<file path="src/rtl/if_fetch_frontend_pkg.sv">
// Shared fetch front-end types.
// IF/ID bundle, FSM encoding, NOP word.
package if_fetch_frontend_pkg;

  localparam int XLEN = 32;

  localparam logic [XLEN-1:0] NOP_INSTR = 32'h0000_0013;

  typedef enum logic [1:0] {
    IDLE  = 2'd0,
    FETCH = 2'd1,
    HOLD  = 2'd2,
    DRAIN = 2'd3
  } fe_state_t;

  typedef struct packed {
    logic [XLEN-1:0] pc;
    logic [XLEN-1:0] instr;
    logic            valid;
  } ifid_t;

endpackage

</file>
<file path="src/rtl/if_fetch_frontend_ifid.sv">
// IF/ID pipeline register.
// Bubble beats load; neither means hold.
module ifid_reg
  import if_fetch_frontend_pkg::*;
#(
  parameter logic [XLEN-1:0] NOP_WORD = 32'h0000_0013
) (
  input  logic  clk,
  input  logic  rst_n,
  input  logic  load,
  input  logic  bubble,
  input  ifid_t d,
  output ifid_t q
);

  // Register update: bubble, load or hold.
  always_ff @(posedge clk or negedge rst_n) begin
    if (!rst_n) begin
      q <= '{pc: '0, instr: NOP_WORD, valid: 1'b0};
    end else if (bubble) begin
      q <= '{pc: d.pc, instr: NOP_WORD, valid: 1'b0};
    end else if (load) begin
      q <= d;
    end
  end

endmodule

</file>
<file path="src/rtl/if_fetch_frontend.sv">
// Fetch front end: PC, imem handshake,
// stall buffer and IF/ID register.
module if_fetch_frontend
  import if_fetch_frontend_pkg::*;
#(
  parameter logic [31:0] RESET_PC  = 32'h0000_0000,
  parameter logic [31:0] NOP_INSTR =
    if_fetch_frontend_pkg::NOP_INSTR
) (
  input  logic        clk_i,
  input  logic        rst_n_i,
  input  logic        PCWrite_i,
  input  logic        Stall_i,
  input  logic        Flush_i,
  input  logic [31:0] BranchTarget_i,
  output logic        IMemReq_o,
  output logic [31:0] IMemAddr_o,
  input  logic        IMemReady_i,
  input  logic [31:0] IMemInstr_i,
  output logic [31:0] IFID_PC_o,
  output logic [31:0] IFID_Instr_o,
  output logic        IFID_Valid_o
);

  fe_state_t   state, state_n;
  logic [31:0] pc, pc_n;
  logic [31:0] hold_buf, hold_n;
  logic [31:0] redir, redir_n;
  logic [31:0] target, pc_inc;
  logic        flush, load, bubble;
  ifid_t       ifid_d, ifid_q;

  // A stalled ID slot cannot hold a resolved branch.
  assign flush  = Flush_i & ~Stall_i;
  assign target = BranchTarget_i & ~32'd3;
  assign pc_inc = pc + 32'd4;

  assign IMemReq_o  = (state == FETCH) ||
                      (state == DRAIN);
  assign IMemAddr_o = pc;

  assign ifid_d = '{
    pc:    pc,
    instr: (state == HOLD) ? hold_buf
                           : IMemInstr_i,
    valid: 1'b1
  };

  // Next-state, PC and IF/ID control decode.
  always_comb begin
    state_n = state;
    pc_n    = pc;
    hold_n  = hold_buf;
    redir_n = redir;
    load    = 1'b0;
    bubble  = 1'b0;
    unique case (state)
      IDLE: state_n = FETCH;
      FETCH: begin
        if (IMemReady_i) begin
          if (flush) begin
            pc_n   = target;
            bubble = 1'b1;
          end else if (Stall_i) begin
            hold_n  = IMemInstr_i;
            state_n = HOLD;
          end else begin
            load = 1'b1;
            if (PCWrite_i) pc_n = pc_inc;
          end
        end else if (flush) begin
          redir_n = target;
          bubble  = 1'b1;
          state_n = DRAIN;
        end else if (!Stall_i) begin
          bubble = 1'b1;
        end
      end
      DRAIN: begin
        // Owed response is swallowed; latest target wins.
        if (flush) redir_n = target;
        bubble = ~Stall_i;
        if (IMemReady_i) begin
          pc_n    = redir_n;
          state_n = FETCH;
        end
      end
      HOLD: begin
        if (!Stall_i) begin
          state_n = FETCH;
          if (Flush_i) begin
            pc_n   = target;
            bubble = 1'b1;
          end else begin
            load = 1'b1;
            if (PCWrite_i) pc_n = pc_inc;
          end
        end
      end
      default: state_n = IDLE;
    endcase
  end

  // FSM, PC, stall buffer and redirect state.
  always_ff @(posedge clk_i or negedge rst_n_i) begin
    if (!rst_n_i) begin
      state    <= IDLE;
      pc       <= RESET_PC;
      hold_buf <= NOP_INSTR;
      redir    <= '0;
    end else begin
      state    <= state_n;
      pc       <= pc_n;
      hold_buf <= hold_n;
      redir    <= redir_n;
    end
  end

  ifid_reg #(
    .NOP_WORD (NOP_INSTR)
  ) u_ifid (
    .clk    (clk_i),
    .rst_n  (rst_n_i),
    .load   (load),
    .bubble (bubble),
    .d      (ifid_d),
    .q      (ifid_q)
  );

  assign IFID_PC_o    = ifid_q.pc;
  assign IFID_Instr_o = ifid_q.instr;
  assign IFID_Valid_o = ifid_q.valid;

endmodule

</file>
<file path="config.mk">
export PLATFORM = sky130hd
export DESIGN_NAME = if_fetch_frontend
export DESIGN_NICKNAME = d
export VERILOG_FILES = /design/src/rtl/if_fetch_frontend_pkg.sv /design/src/rtl/if_fetch_frontend_ifid.sv /design/src/rtl/if_fetch_frontend.sv
export SDC_FILE = /design/constraint.sdc
export NUM_CORES = 1
export LEC_CHECK = 0
export BUFFER_PORTS_ARGS = -buffer_cell sky130_fd_sc_hd__buf_2
export CAP_MARGIN = 20
export CORE_MARGIN = 8
export CORE_UTILIZATION = 45
export DETAILED_ROUTE_END_ITERATION = 7
export MAX_ROUTING_LAYER = met4
export PLACE_DENSITY = 0.74
export RECOVER_POWER = 25
export SYNTH_ARGS = -nofsm -noshare
export SYNTH_HDL_FRONTEND = slang
export SYNTH_SLANG_ARGS = --single-unit
</file>
<file path="constraint.sdc">
create_clock -name clk_i -period 3.1 [get_ports clk_i]
set_input_delay 0.31 -clock clk_i [delete_from_list [all_inputs] [get_ports clk_i]]
set_output_delay 0.31 -clock clk_i [all_outputs]
set_load 0.005 [all_outputs]
</file>
==> impl_metrics.py <==
metrics = {
    "cells_and_area": {
        "area_growth_pct": 21.5,
        "layout.nets": 894,
        "drive_gt1_share_pct": 34.9,
    },
    "grt": {
        "grt-ovfl-total": 0,
        "grt_use_total_pct": 18.7,
        "grt_max_degree": 71,
        "antenna_found_initial": 1,
        "grt_first_pass_wirelength_um": 31600,
        "grt_pass1_vias": 6067,
    },
    "routing": {
        "ant_nets": 0,
        "drc": 0,
        "wl_per_cell_um": 18.4,
        "vias_per_cell": 5.65,
        "first_iter_violations": 352,
        "routed-via-count": 5948,
        "drt-pass1-iter-count": 5,
        "wirelength_um": 19400,
    },
    "yosys": {
        "yosysMostFrequentCell": "dfrtp_1",
        "synth_nets": 741,
        "yosys-top-cells-area": "dfrtp_1 51%, mux2_2 13%, mux2i_1 4.2%",
        "ys_seq_elements": 163,
        "yosys-top-cells-count": "157 x dfrtp_1, 89 x mux2_2, 50 x nor2_1, 47 x o21ai_0, 32 x mux2i_1",
        "syn_inst": 666,
        "synth_edf_count": 0,
        "yosysTopAreaCell": "dfrtp_1",
        "synth_ff_type": "dfrtp_1",
        "async_flop_share_pct": 100,
        "netlist.area_leader.share_pct": 51.4,
        "syn_avg_cell_area_sq_um": 11.5,
        "seq_area_frac_synth_pct": 53.4,
        "synth_cell_types": 52,
        "yosys_warnings": 0,
        "synthesis.area_sq_um": 7650,
    },
    "placed_design": {
        "portBuffers": 165,
        "gp_congestion": 0.800,
        "dp_hpwl_um": 13300,
        "place_ws_ns": 0.763,
    },
    "die": {
        "die_y_um": 146,
        "dieArea_sq_um": 21400,
        "design.core.area_sq_um": 16600,
        "num_rows": 47,
        "initial_core_util_pct": 46.1,
        "io_pins": 168,
        "die_w_um": 146,
    },
    "power_and_ir_drop": {
        "internal_power_uw": 6120,
        "p_sw_share_pct": 35.6,
        "ir_drop_mv": 0.520,
        "switchingPower_uw": 3380,
        "p_leak_uw": 0.00408,
        "finalPower_uw": 9500,
        "combinationalPowerShare_pct": 36.2,
        "powerDensity_nw_per_um2": 1020,
        "clkPwrFrac_pct": 22.8,
        "p_seq_share_pct": 41.0,
    },
    "status": {
        "outcome": "complete, but fails checks",
        "violations": "capacitance limit, slew limit",
    },
    "cts": {
        "clock_sinks": 163,
        "cts_resized": 0,
        "clk_latency_ns": 0.42,
        "clk_pin_slew_ns": 0.06,
        "clk_path_buf_depth": 2,
        "tritoncts": "yes",
        "numCtsBuffers": 17,
        "cts_root_buf": "clkbuf_16",
        "cts_hold_buf": 1,
        "htree_num_levels": 4,
        "post-cts-setup-buffers": 0,
    },
    "hold_path": {
        "min_path_type": "in2reg",
    },
    "setup_path": {
        "crit_required_ns": 3.42,
        "cp_max_fo": 65,
        "cp-end-kind": "flip-flop",
        "cp-start-kind": "flip-flop",
        "path_class": "reg2reg",
        "arrival_ns": 2.68,
    },
    "sta": {
        "fin_crit_sh_pct": 76.4,
        "worst_pin_slew_ns": 1.78,
        "rsz0062_at_grt": "false",
        "hold_viol": 0,
        "skew_ns": 0.00652,
        "max-slew-margin-rel_pct": -18.8,
        "finalSetupTns_ns": 0,
        "fmax_ghz": 0.422,
        "slew_violations": 70,
        "fin_ws_ns": 0.733,
        "finalSetupViolCount": 0,
        "fin_crit_ns": 2.37,
    },
    "flow_run": {
        "drv_cap": 1,
    },
}
## stage by stage
stage / util (%) / cells / area [sq um] / hold slack, ns
2_1_floorplan: - / 666 / 7650 / 0.0144
3_3_place_gp: 52.6 / 1019 / 8720 / 0.372
3_5_place_dp: 52.6 / 1019 / 8720 / 0.368
4_1_cts: 56.3 / 1052 / 9330 / 0.110
5_1_grt: 56.0 / 1053 / 9290 / 0.117
6_report: 56.0 / 1053 / 9290 / 0.132
## power groups by stage
stage | Clock [uW] | Sequential [uW] | Combinational, uW
2_1_floorplan | 0 | 3780 | 2260
5_1_grt | 2310 | 4040 | 3830
4_1_cts | 2230 | 3880 | 3550
6_report | 2170 | 3890 | 3440
3_5_place_dp | 0 | 3910 | 3540
3_3_place_gp | 0 | 3850 | 3440
## metal layers
layer	global-route usage [%]	vias to the layer above	share of wire (%)
met3	6.55	18	8.1
li1	-	2796	-
met1	22.8	2937	44
met4	6.13	0	1.2
met2	28.5	197	47
met5	-	-	0
## critical path, cell delays in order, from the launching register on
cell and delay (ns):
dfrtp_1 0.41, inv_1 0.12, ha_2 0.21, buf_4 0.23, a21oi_1 0.08, nor4b_2 0.26, buf_4 0.57, nor2_1 0.11
a211oi_1 0.26
## logic make-up after synthesis
kind of cell               after synthesis  share of synthesized area (%)
AOI/OAI and AO/OA                      173                           15.3
DFF                                    163                           53.4
and+or+nand+nor                        135                           9.03
muxes                                  126                           18.0
buffers and inverters                   64                           3.37
adders and majority gates                5                          0.818
## flip-flops by register name (all words and copies together), names as in the netlist
| name | count |
|---|---|
| redir | 32 |
| state | 2 |
| u_ifid.q | 65 |
| hold_buf | 32 |
| IMemAddr_o | 32 |
## cells in the final DEF, fill, tap and decap left out, types with 3 or more instances in the layout
cell type / Yosys / layout
o32a_1: 4 / 4
bufinv_16: 0 / 3
ha_1: 5 / 4
inv_6: 0 / 5
and3_1: 6 / 6
a221o_1: 3 / 3
dfstp_2: 6 / 6
mux2_1: 5 / 5
clkbuf_16: 0 / 17
a22oi_1: 6 / 6
o2bb2ai_1: 5 / 5
a21oi_1: 28 / 28
a222oi_1: 5 / 5
nor4_1: 8 / 8
a31oi_1: 8 / 8
o22ai_1: 6 / 6
nand2b_1: 5 / 5
a211oi_1: 29 / 29
buf_2: 14 / 136
and4_1: 4 / 4
nand4_1: 6 / 6
a22o_1: 11 / 11
nor2_1: 50 / 50
nor3_1: 7 / 7
inv_1: 14 / 14
a221oi_1: 5 / 5
mux2i_1: 32 / 32
o32ai_1: 3 / 3
nand3_1: 5 / 5
nand2_1: 26 / 26
buf_4: 0 / 17
dfrtp_1: 157 / 157
mux2_2: 89 / 89
and2_1: 5 / 5
clkbuf_1: 27 / 30
o21ai_0: 47 / 47
clkinvlp_4: 0 / 3
## final cells by class
class / instances / area, sq um
fill: 1453 / 7290
sequential: 163 / 4090
multi-input combinational: 439 / 3320
timing repair buffer: 184 / 948
clock buffer: 19 / 433
tap: 220 / 275
clock inverter: 13 / 173
inverter: 14 / 52.6
antenna: 1 / 2.50
## worst paths after layout
kind / slack, ns / from / end / cells past startpoint
max reg2reg: 0.73 / state[0] / u_ifid.q[11] / 8
max: 0.73 / state[0] / u_ifid.q[11] / 8
max in group asynchronous: 0.97 / rst_n_i / hold_buf[4] / 3
min: 0.13 / IMemInstr_i[24] / hold_buf[24] / 2
min reg2reg: 0.48 / redir[1] / redir[1] / 1
min in group asynchronous: 0.93 / rst_n_i / u_ifid.q[61] / 2
Note: power is estimated with default switching activity, not from simulation.
